$ cat config.mk
export PLATFORM = sky130hd
export DESIGN_NAME = nco_phase_acc
export DESIGN_NICKNAME = d
export VERILOG_FILES = /design/src/rtl/nco_pkg.sv /design/src/rtl/nco_phase_acc.sv
export SDC_FILE = /design/constraint.sdc
export NUM_CORES = 1
export LEC_CHECK = 0
export BUFFER_PORTS_ARGS = -buffer_cell sky130_fd_sc_hd__buf_2
export CAP_MARGIN = 20
export CORE_MARGIN = 2
export CORE_UTILIZATION = 35
export CTS_CLUSTER_DIAMETER = 30
export DETAILED_ROUTE_END_ITERATION = 16
export PLACE_DENSITY = 0.46
export SLEW_MARGIN = 30
export SYNTH_ARGS = -nofsm -noshare
export SYNTH_HDL_FRONTEND = slang
export SYNTH_SLANG_ARGS = --single-unit
$ cat constraint.sdc
create_clock -name clk -period 6 [get_ports clk]
set_clock_uncertainty 0.2 [all_clocks]
set_input_delay 0.6 -clock clk [delete_from_list [all_inputs] [get_ports clk]]
set_output_delay 0.6 -clock clk [all_outputs]
set_load 0.05 [all_outputs]
$ cat src/rtl/nco_pkg.sv
// Shared widths and FSM state encoding for the time-multiplexed NCO
// phase accumulator.
package nco_pkg;

    localparam int NOTE_W = 7;
    localparam int STEP_W = 16;

    typedef enum logic [1:0] {
        IDLE = 2'd0,
        ADDR = 2'd1,
        ACC  = 2'd2
    } state_t;

endpackage

$ cat src/rtl/nco_phase_acc.sv
// Time-multiplexed NCO phase accumulator. Each sample_tick scans every voice,
// fetching its step size from an external synchronous ROM, and emits one phase sample per voice.
module nco_phase_acc
    import nco_pkg::*;
#(
    parameter int VOICES  = 8,
    parameter int PHASE_W = 24,
    parameter int OUT_W   = 12
) (
    input  logic                      clk,
    input  logic                      rst_n,
    input  logic                      sample_tick,
    input  logic                      note_we,
    input  logic [$clog2(VOICES)-1:0] note_voice,
    input  logic [NOTE_W-1:0]         note_num,
    input  logic                      note_gate,
    input  logic                      note_retrig,
    output logic                      rom_ce,
    output logic [NOTE_W-1:0]         rom_a,
    input  logic [STEP_W-1:0]         rom_d,
    output logic                      out_valid,
    input  logic                      out_ready,
    output logic [$clog2(VOICES)-1:0] out_voice,
    output logic [OUT_W-1:0]          out_phase,
    output logic                      out_gate,
    output logic                      overrun
);

    localparam int VW = $clog2(VOICES);

    state_t              r_state;
    state_t              w_nextState;
    logic [VW-1:0]       r_vcnt;
    logic [VW-1:0]       w_nextVcnt;
    logic [NOTE_W-1:0]   r_note  [VOICES];
    logic [PHASE_W-1:0]  r_phase [VOICES];
    logic [VOICES-1:0]   r_gate;
    logic [STEP_W-1:0]   r_step;
    logic                r_first;
    logic                r_overrun;

    logic [STEP_W-1:0]   w_step;
    logic [PHASE_W-1:0]  w_sum;
    logic [PHASE_W-1:0]  w_newPhase;
    logic                w_done;

    // ROM data is live only in the first ACC cycle; later stall cycles use the captured copy.
    assign w_step     = r_first ? rom_d : r_step;
    assign w_sum      = r_phase[r_vcnt] + PHASE_W'(w_step);
    assign w_newPhase = r_gate[r_vcnt] ? w_sum : '0;
    assign w_done     = (r_state == ACC) && out_ready;
    assign overrun    = r_overrun;

    always_comb begin
        w_nextState = r_state;
        w_nextVcnt  = r_vcnt;
        case (r_state)
            IDLE: begin
                if (sample_tick) begin
                    w_nextState = ADDR;
                    w_nextVcnt  = '0;
                end
            end
            ADDR: w_nextState = ACC;
            ACC: begin
                if (out_ready) begin
                    if (r_vcnt == VW'(VOICES - 1)) begin
                        w_nextState = IDLE;
                    end else begin
                        w_nextState = ADDR;
                        w_nextVcnt  = r_vcnt + 1'b1;
                    end
                end
            end
            default: w_nextState = IDLE;
        endcase
    end

    always_comb begin
        rom_ce    = 1'b0;
        rom_a     = '0;
        out_valid = 1'b0;
        out_voice = '0;
        out_phase = '0;
        out_gate  = 1'b0;
        case (r_state)
            ADDR: begin
                rom_ce = 1'b1;
                rom_a  = r_note[r_vcnt];
            end
            ACC: begin
                out_valid = 1'b1;
                out_voice = r_vcnt;
                out_phase = w_newPhase[PHASE_W-1 -: OUT_W];
                out_gate  = r_gate[r_vcnt];
            end
            default: ;
        endcase
    end

    always_ff @(posedge clk or negedge rst_n) begin
        if (!rst_n) begin
            r_state   <= IDLE;
            r_vcnt    <= '0;
            r_step    <= '0;
            r_first   <= 1'b0;
            r_overrun <= 1'b0;
        end else begin
            r_state <= w_nextState;
            r_vcnt  <= w_nextVcnt;
            r_first <= (r_state == ADDR);
            if (r_first) begin
                r_step <= rom_d;
            end
            if (sample_tick && (r_state != IDLE)) begin
                r_overrun <= 1'b1;
            end
        end
    end

    // The note write comes after the ACC update so a same-cycle retrig wins.
    always_ff @(posedge clk or negedge rst_n) begin
        if (!rst_n) begin
            r_gate <= '0;
            for (int i = 0; i < VOICES; i++) begin
                r_note[i]  <= '0;
                r_phase[i] <= '0;
            end
        end else begin
            if (w_done) begin
                r_phase[r_vcnt] <= w_newPhase;
            end
            if (note_we) begin
                r_note[note_voice] <= note_num;
                r_gate[note_voice] <= note_gate;
                if (note_retrig) begin
                    r_phase[note_voice] <= '0;
                end
            end
        end
    end

endmodule

==> results of run 1 <==
-- cells in the mapped netlist (4+ instances only) --
master / count
nor2_1: 62
mux2i_1: 16
a21oi_1: 105
o21ai_1: 18
nand2_1: 272
nor2b_1: 8
ha_1: 18
nand2b_1: 8
a22o_1: 30
dfrtp_1: 279
xor2_1: 8
or3_1: 8
nand3_1: 16
a22oi_1: 97
nor3_1: 15
inv_1: 6
mux2_2: 85
buf_1: 4
a31oi_1: 5
a221oi_1: 9
buf_2: 6
a41oi_1: 4
and2_1: 13
a21o_1: 6
and3_1: 4
buf_6: 5
nand4_1: 17
o21ai_0: 70
xnor2_1: 8
clkbuf_1: 68
-- cell usage in the layout, fill, tap and decap left out, types with 4 or more instances in the layout --
cell / count
a21o_1: 6
a21oi_1: 105
a221oi_1: 9
a22o_1: 30
a22oi_1: 97
a31oi_1: 5
a41oi_1: 4
and2_1: 13
and3_1: 4
buf_2: 57
buf_4: 48
bufinv_16: 9
clkbuf_1: 9
clkbuf_16: 78
clkbuf_8: 19
clkinv_2: 11
clkinvlp_4: 8
dfrtp_1: 277
ha_1: 18
inv_1: 5
mux2_2: 85
mux2i_1: 16
nand2_1: 272
nand2b_1: 8
nand3_1: 16
nand4_1: 17
nor2_1: 58
nor2_2: 4
nor2b_1: 8
nor3_1: 10
nor3_2: 5
o21ai_0: 70
o21ai_1: 18
or3_1: 8
xnor2_1: 8
xor2_1: 8
-- what timing repair did --
action | in CTS | in global routing
setup endpoints to repair | 0 | 10
hold buffers | 1 | 0
endpoints found under the hold margin | 47 | 0
gates resized for setup | 0 | 7
setup buffers | 0 | 1
-- stage by stage --
step	power, W	instance area (µm²)
after floorplan	0.00415	13300
after global placement	0.00509	14300
after detailed placement	0.00508	14300
after CTS	0.00926	16900
after global routing	0.00970	17000
final	0.00924	17000
-- cell families after synthesis --
group                      Yosys count
AOI/OAI and AO/OA                  363
buffers and inverters               92
muxes                              102
DFF                                279
and+or+nand+nor                    443
xor gates and xnor gates            20
adders and majority gates           19
-- state kept, by name (all words and copies together), names as in the netlist --
register and count:
r_note 56, r_step 16, r_first 1, r_vcnt 3, overrun 1, r_phase 192, r_state 2, r_gate 8
-- metal layers --
metal	routed length (µm)	GRT usage, %	vias up	part of all wire [%]
li1	-	-	4950	-
met4	1010	8.04	0	2.2
met1	21400	33.1	5496	47
met2	20000	35.7	325	44
met3	3030	6.02	81	6.7
met5	0	0	-	0
-- critical path: cells and delay by family (launching register included) --
kind | cells | cell delay [ns]
simple gates | 5 | 1.38
buf+inv | 4 | 1.04
flops | 1 | 0.55
fa+ha+maj | 1 | 0.22
xor+xnor | 1 | 0.18
compound gates | 4 | 1.00
-- power groups by stage --
stage	Combinational, W	Sequential [W]	Clock [W]
2_1_floorplan	0.00183	0.00232	0
5_1_grt	0.00298	0.00241	0.00431
4_1_cts	0.00270	0.00237	0.00419
3_3_place_gp	0.00270	0.00239	0
6_report	0.00274	0.00237	0.00413
3_5_place_dp	0.00269	0.00239	0
-- worst max-delay path by stage --
stage / endpoint / start / slack, ns / cells past startpoint
3_5_place_dp: out_phase[10] / r_vcnt[2] / 0.66 / 18
3_3_place_gp: out_phase[10] / r_vcnt[2] / 0.72 / 18
5_1_grt: out_phase[10] / r_vcnt[0] / -0.02 / 18
2_1_floorplan: out_phase[10] / r_vcnt[1] / 0.84 / 18
6_report: out_phase[9] / r_vcnt[1] / 0.25 / 15
4_1_cts: out_phase[10] / r_vcnt[2] / 0.01 / 18
-- final cells by class --
type	instances	area [µm²]	area share, %
flip-flops and latches	279	6980	41.1
multi-input cells	947	5950	35.0
clock buffers	106	2250	13.2
repair buffers	112	761	4.47
well taps	511	639	3.76
clock inverters	28	394	2.32
inverters	7	30.0	0.177
==> results_dict.tcl, run 1 <==
set metrics [dict create \
    status "completed" \
    min_from "rom_d[14]" \
    hold_viol 0 \
    first_iter_violations 730 \
    p_per_area_mw_per_mm2 544 \
    maxSlewViolCount 0 \
    gp_congestion 0.817 \
    maxCapViolCount 0 \
    clock_path_buffers 3 \
    synth-compound-area-share_pct 17.6 \
    pwr-share-comb_pct 29.6 \
    synthXorXnorAreaFrac_pct 1.63 \
    pre_cts_ws_ns 0.661 \
    synth.distinct_cells 65 \
    cts_buffers 74 \
    power_switching_w 0.00321 \
    grt_pass1_vias 11200 \
    grt_setup_unrepaired "yes" \
    slew-limit-headroom_pct 38.6 \
    max_stage_delay_ns 0.66 \
    synth_top_area_share_pct 52.7 \
    critPathRequiredTime_ns 5.20 \
    intPower_w 0.00603 \
    cts-root-buf "clkbuf_16" \
    grt_first_pass_wirelength_mm 69.3 \
    rr_startpoint "r_vcnt[1]" \
    yosys-top-cells-area "dfrtp_1, nand2_1, mux2_2, a22oi_1, a21oi_1" \
    nFillCells 3579 \
    crit_chain "buf_6 > nor3_4 > buf_4 > a22oi_1 > nand4_1 > ha_1 > and4_1 > o2111ai_1 > a21o_1 > o31ai_2 > nand3_1 > xor2_1 > buf_4 > and2_1 > buf_2" \
    place_hpwl_mm 28.0 \
    layout_min_cycle_time_ns 5.75 \
    synth_top_family_by_area "compound AO/OA/AOI/OAI gates" \
    track_usage_pct 23.7 \
    synth_fa_ha_area_share_pct 1.85 \
    row_count 71 \
    dp_cells 1853 \
    synthCells 1318 \
    r2r_end "r_phase[113]" \
    start_util_pct 35.4 \
    swShare_pct 34.7 \
    io_buffer_count 58 \
    cp.arrival_ns 4.95 \
    drive_above_1_share_pct 24.0 \
    drtAntennaViolNets 0 \
    synth_edf_count 0 \
    nNetsFinal 1473 \
    antennaDiodeCount 0 \
    syn-cell-area_mm2 0.0133 \
    die_h_um 199 \
    drc 0 \
    ios 59 \
    postLayoutCoreUtil_pct 45.4 \
    areaGrowthSynthToFinish_pct 28.3 \
    clk_latency_ns 0.58 \
    critPathCaptureType "output port" \
    fin_cells 1990 \
    post_drt_wl_per_cell_um 22.8 \
    r2r_slack_ns 1.32 \
    fin_setup_tns_ns 0 \
    path_max_fanout 29 \
    r2r_cells 13 \
    clkTransAtPathRegs_ns 0.04 \
    worstSetupPathType "reg -> out" \
    design.die.area_mm2 0.0394 \
    ys.flop_type "dfrtp_1" \
    htreeDepth 3 \
    grt_remaining_overflow 0 \
    viasPerCell 5.45 \
    power_frac_seq_pct 25.7 \
    syn-num-nets 1370 \
    cp_slowest_cell "nor3_4" \
    yosysTopAreaCell "dfrtp_1" \
    cts_tree "built" \
    leakagePower_nw 7.38 \
    worst_pin_slew_ns 0.917 \
    synth-async-reset-ratio_pct 100 \
    timing.fmax_mhz 174 \
    drtPass1Iterations 5 \
    setup_viol 0 \
    num_vias 10900 \
    fp.dieW_um 199 \
    core_mm2 0.0375 \
    synthSimpleGateAreaFrac_pct 14.7 \
    setup_ws_ns 0.245 \
    irDropWorstVdd_mv 0.255 \
    hp-class "in -> reg" \
    cts.sinks 279 \
    holdPathStages 2 \
    cp_common_cell "buf_4" \
    synth_seq_area_share_pct 52.7 \
    whs_ns 0.0820 \
    grt_start_max_net_pins 171 \
    pwr-share-clk_pct 44.7 \
    synthMuxAreaShare_pct 8.60 \
    antenna_found_initial 0 \
    ys_ff_latch 279 \
    synth.avg_cell_area_um2 10.1 \
    post-route-period-util_pct 95.9 \
    hold-path-endpoint "r_step[14]" \
    yosys_warnings 0 \
    critical_path.startpoint_type "register" \
    wirelength_mm 45.4 \
]
Power figures use the tool's default switching activity.
==> inputs of run 2 (changes only) <==
==> constraint.sdc (replaced) <==
create_clock -name clk -period 6 [get_ports clk]
set_clock_uncertainty 0.2 [all_clocks]
set_input_delay 0 -clock clk [delete_from_list [all_inputs] [get_ports clk]]
set_output_delay 0 -clock clk [all_outputs]
set_load 0.05 [all_outputs]
==> results_dict.tcl, run 2 (synthesized netlist as in run 1, its figures left out) <==
set metrics [dict create \
    seqCellArea_mm2 0.00698 \
    cts.sinks 279 \
    max_stage_delay_ns 0.75 \
    rr_startpoint "r_vcnt[1]" \
    leakagePower_nw 7.49 \
    cts_buffers 72 \
    design.die.area_mm2 0.0394 \
    hold_viol 0 \
    timing.fmax_mhz 175 \
    ios 59 \
    row_count 71 \
    antenna_found_initial 0 \
    holdPathStages 4 \
    first_iter_violations 805 \
    post_drt_wl_per_cell_um 22.7 \
    largest_reg_flops 192 \
    grt_pass1_vias 11200 \
    post-route-period-util_pct 95.1 \
    p_per_area_mw_per_mm2 534 \
    critPathCaptureType "output port" \
    core_mm2 0.0375 \
    num_vias 11000 \
    worstSetupPathType "reg -> out" \
    fin_setup_tns_ns 0 \
    drive_above_1_share_pct 22.8 \
    drc 0 \
    die_h_um 199 \
    areaGrowthSynthToFinish_pct 30.2 \
    crit_chain "nand2_1 > nor2_2 > buf_4 > a22oi_1 > nand4_1 > ha_1 > a21o_1 > a221oi_2 > nor3_1 > o31a_1 > a21oi_1 > and2b_4 > xnor2_4 > nor2_1 > buf_2" \
    min_from "sample_tick" \
    r2r_cells 14 \
    grt_remaining_overflow 0 \
    grt_setup_unrepaired "no" \
    worst_pin_slew_ns 0.993 \
    drtPass1Iterations 5 \
    path_max_fanout 21 \
    drtAntennaViolNets 0 \
    cts-root-buf "clkbuf_16" \
    cts_tree "built" \
    setup_viol 0 \
    multiInputGateArea_mm2 0.00593 \
    startpoint "r_vcnt[1]" \
    antennaDiodeCount 0 \
    postLayoutCoreUtil_pct 46.0 \
    nFillCells 3576 \
    grt_first_pass_wirelength_mm 70.1 \
    place_hpwl_mm 28.6 \
    cp_slowest_cell "dfrtp_1" \
    grt_start_max_net_pins 156 \
    cp.arrival_ns 5.51 \
    regMostFlops "r_phase" \
    irDropWorstVdd_mv 0.233 \
    layout_min_cycle_time_ns 5.71 \
    setup_ws_ns 0.294 \
    start_util_pct 35.4 \
    maxSlewViolCount 0 \
    final_cell_mix "dfrtp_1, nand2_1, a21oi_1" \
    r2r_end "r_phase[138]" \
    gp_congestion 0.805 \
    power_w 0.00921 \
    wirelength_mm 45.6 \
    io_buffer_count 58 \
    clk_latency_ns 0.58 \
    maxCapViolCount 0 \
    mostFrequentLayoutCell "dfrtp_1" \
    reg.largest.list "r_phase: 192 flops, r_note: 56 flops, r_step: 16 flops" \
    r2r_slack_ns 0.89 \
    critPathRequiredTime_ns 5.80 \
    hold-path-endpoint "overrun" \
    hp-class "in -> reg" \
    fp.dieW_um 199 \
    clock_path_buffers 3 \
    slew-limit-headroom_pct 33.6 \
    htreeDepth 3 \
    pre_cts_ws_ns 0.745 \
    whs_ns 0.0526 \
    track_usage_pct 23.8 \
    status "completed" \
    critical_path.startpoint_type "register" \
    nNetsFinal 1498 \
    clkTransAtPathRegs_ns 0.04 \
    viasPerCell 5.46 \
]
[run 2: worst max-delay path by stage]
stage,endpoint,slack (ns),depth (start not counted)
2_1_floorplan,out_phase[10],1.44,18
3_3_place_gp,out_phase[10],0.85,14
3_5_place_dp,out_phase[10],0.75,15
4_1_cts,out_phase[10],0.13,15
5_1_grt,out_phase[8],0.002,15
6_report,out_phase[10],0.29,15
[run 2: what timing repair did]
action                                  CTS  global route
hold buffers                             37             0
endpoints found under the setup margin    0             6
hold endpoints to repair                461             0
gates resized for setup                   0             2
buffers inserted                          0             3
[run 2: area by class of cell]
type                            instances  area share [%]
Clock inverter                         37            3.31
Inverter                                7           0.152
Clock buffer                           92            11.8
Tap cell                              511            3.71
Multi-Input combinational cell        947            34.4
Timing Repair Buffer                  139            6.21
Sequential cell                       279            40.5
[run 2: metal layers]
layer  part of all wire [%]  vias to the layer above  track usage, %
li1                       -                     4988               -
met2                     44                      404            35.8
met3                    7.5                       78            5.90
met4                    2.2                        0            7.16
met5                      0                        -               0
met1                     46                     5506            33.9
[run 2: power by group]
| part | switching, W | internal (W) | total, W |
|---|---|---|---|
| registers | 0.000186 | 0.00219 | 0.00238 |
| clock network | 0.00117 | 0.00296 | 0.00413 |
| logic | 0.00185 | 0.000855 | 0.00270 |
| total | 0.00320 | 0.00601 | 0.00921 |
[run 2: metrics by stage]
step / std cells / cell area, µm²
6_report: 2012 / 17300
5_1_grt: 2012 / 17300
4_1_cts: 2008 / 17200
3_5_place_dp: 1842 / 14200
3_3_place_gp: 1841 / 14200
2_1_floorplan: 1318 / 13300
[run 2: worst max-delay path, delay by kind of cell (launching register included)]
family | cells | cell delay, ns
compound gates | 5 | 1.55
xor+xnor | 1 | 0.17
fa+ha+maj | 1 | 0.31
buf+inv | 2 | 0.72
flops | 1 | 0.75
simple gates | 6 | 1.43
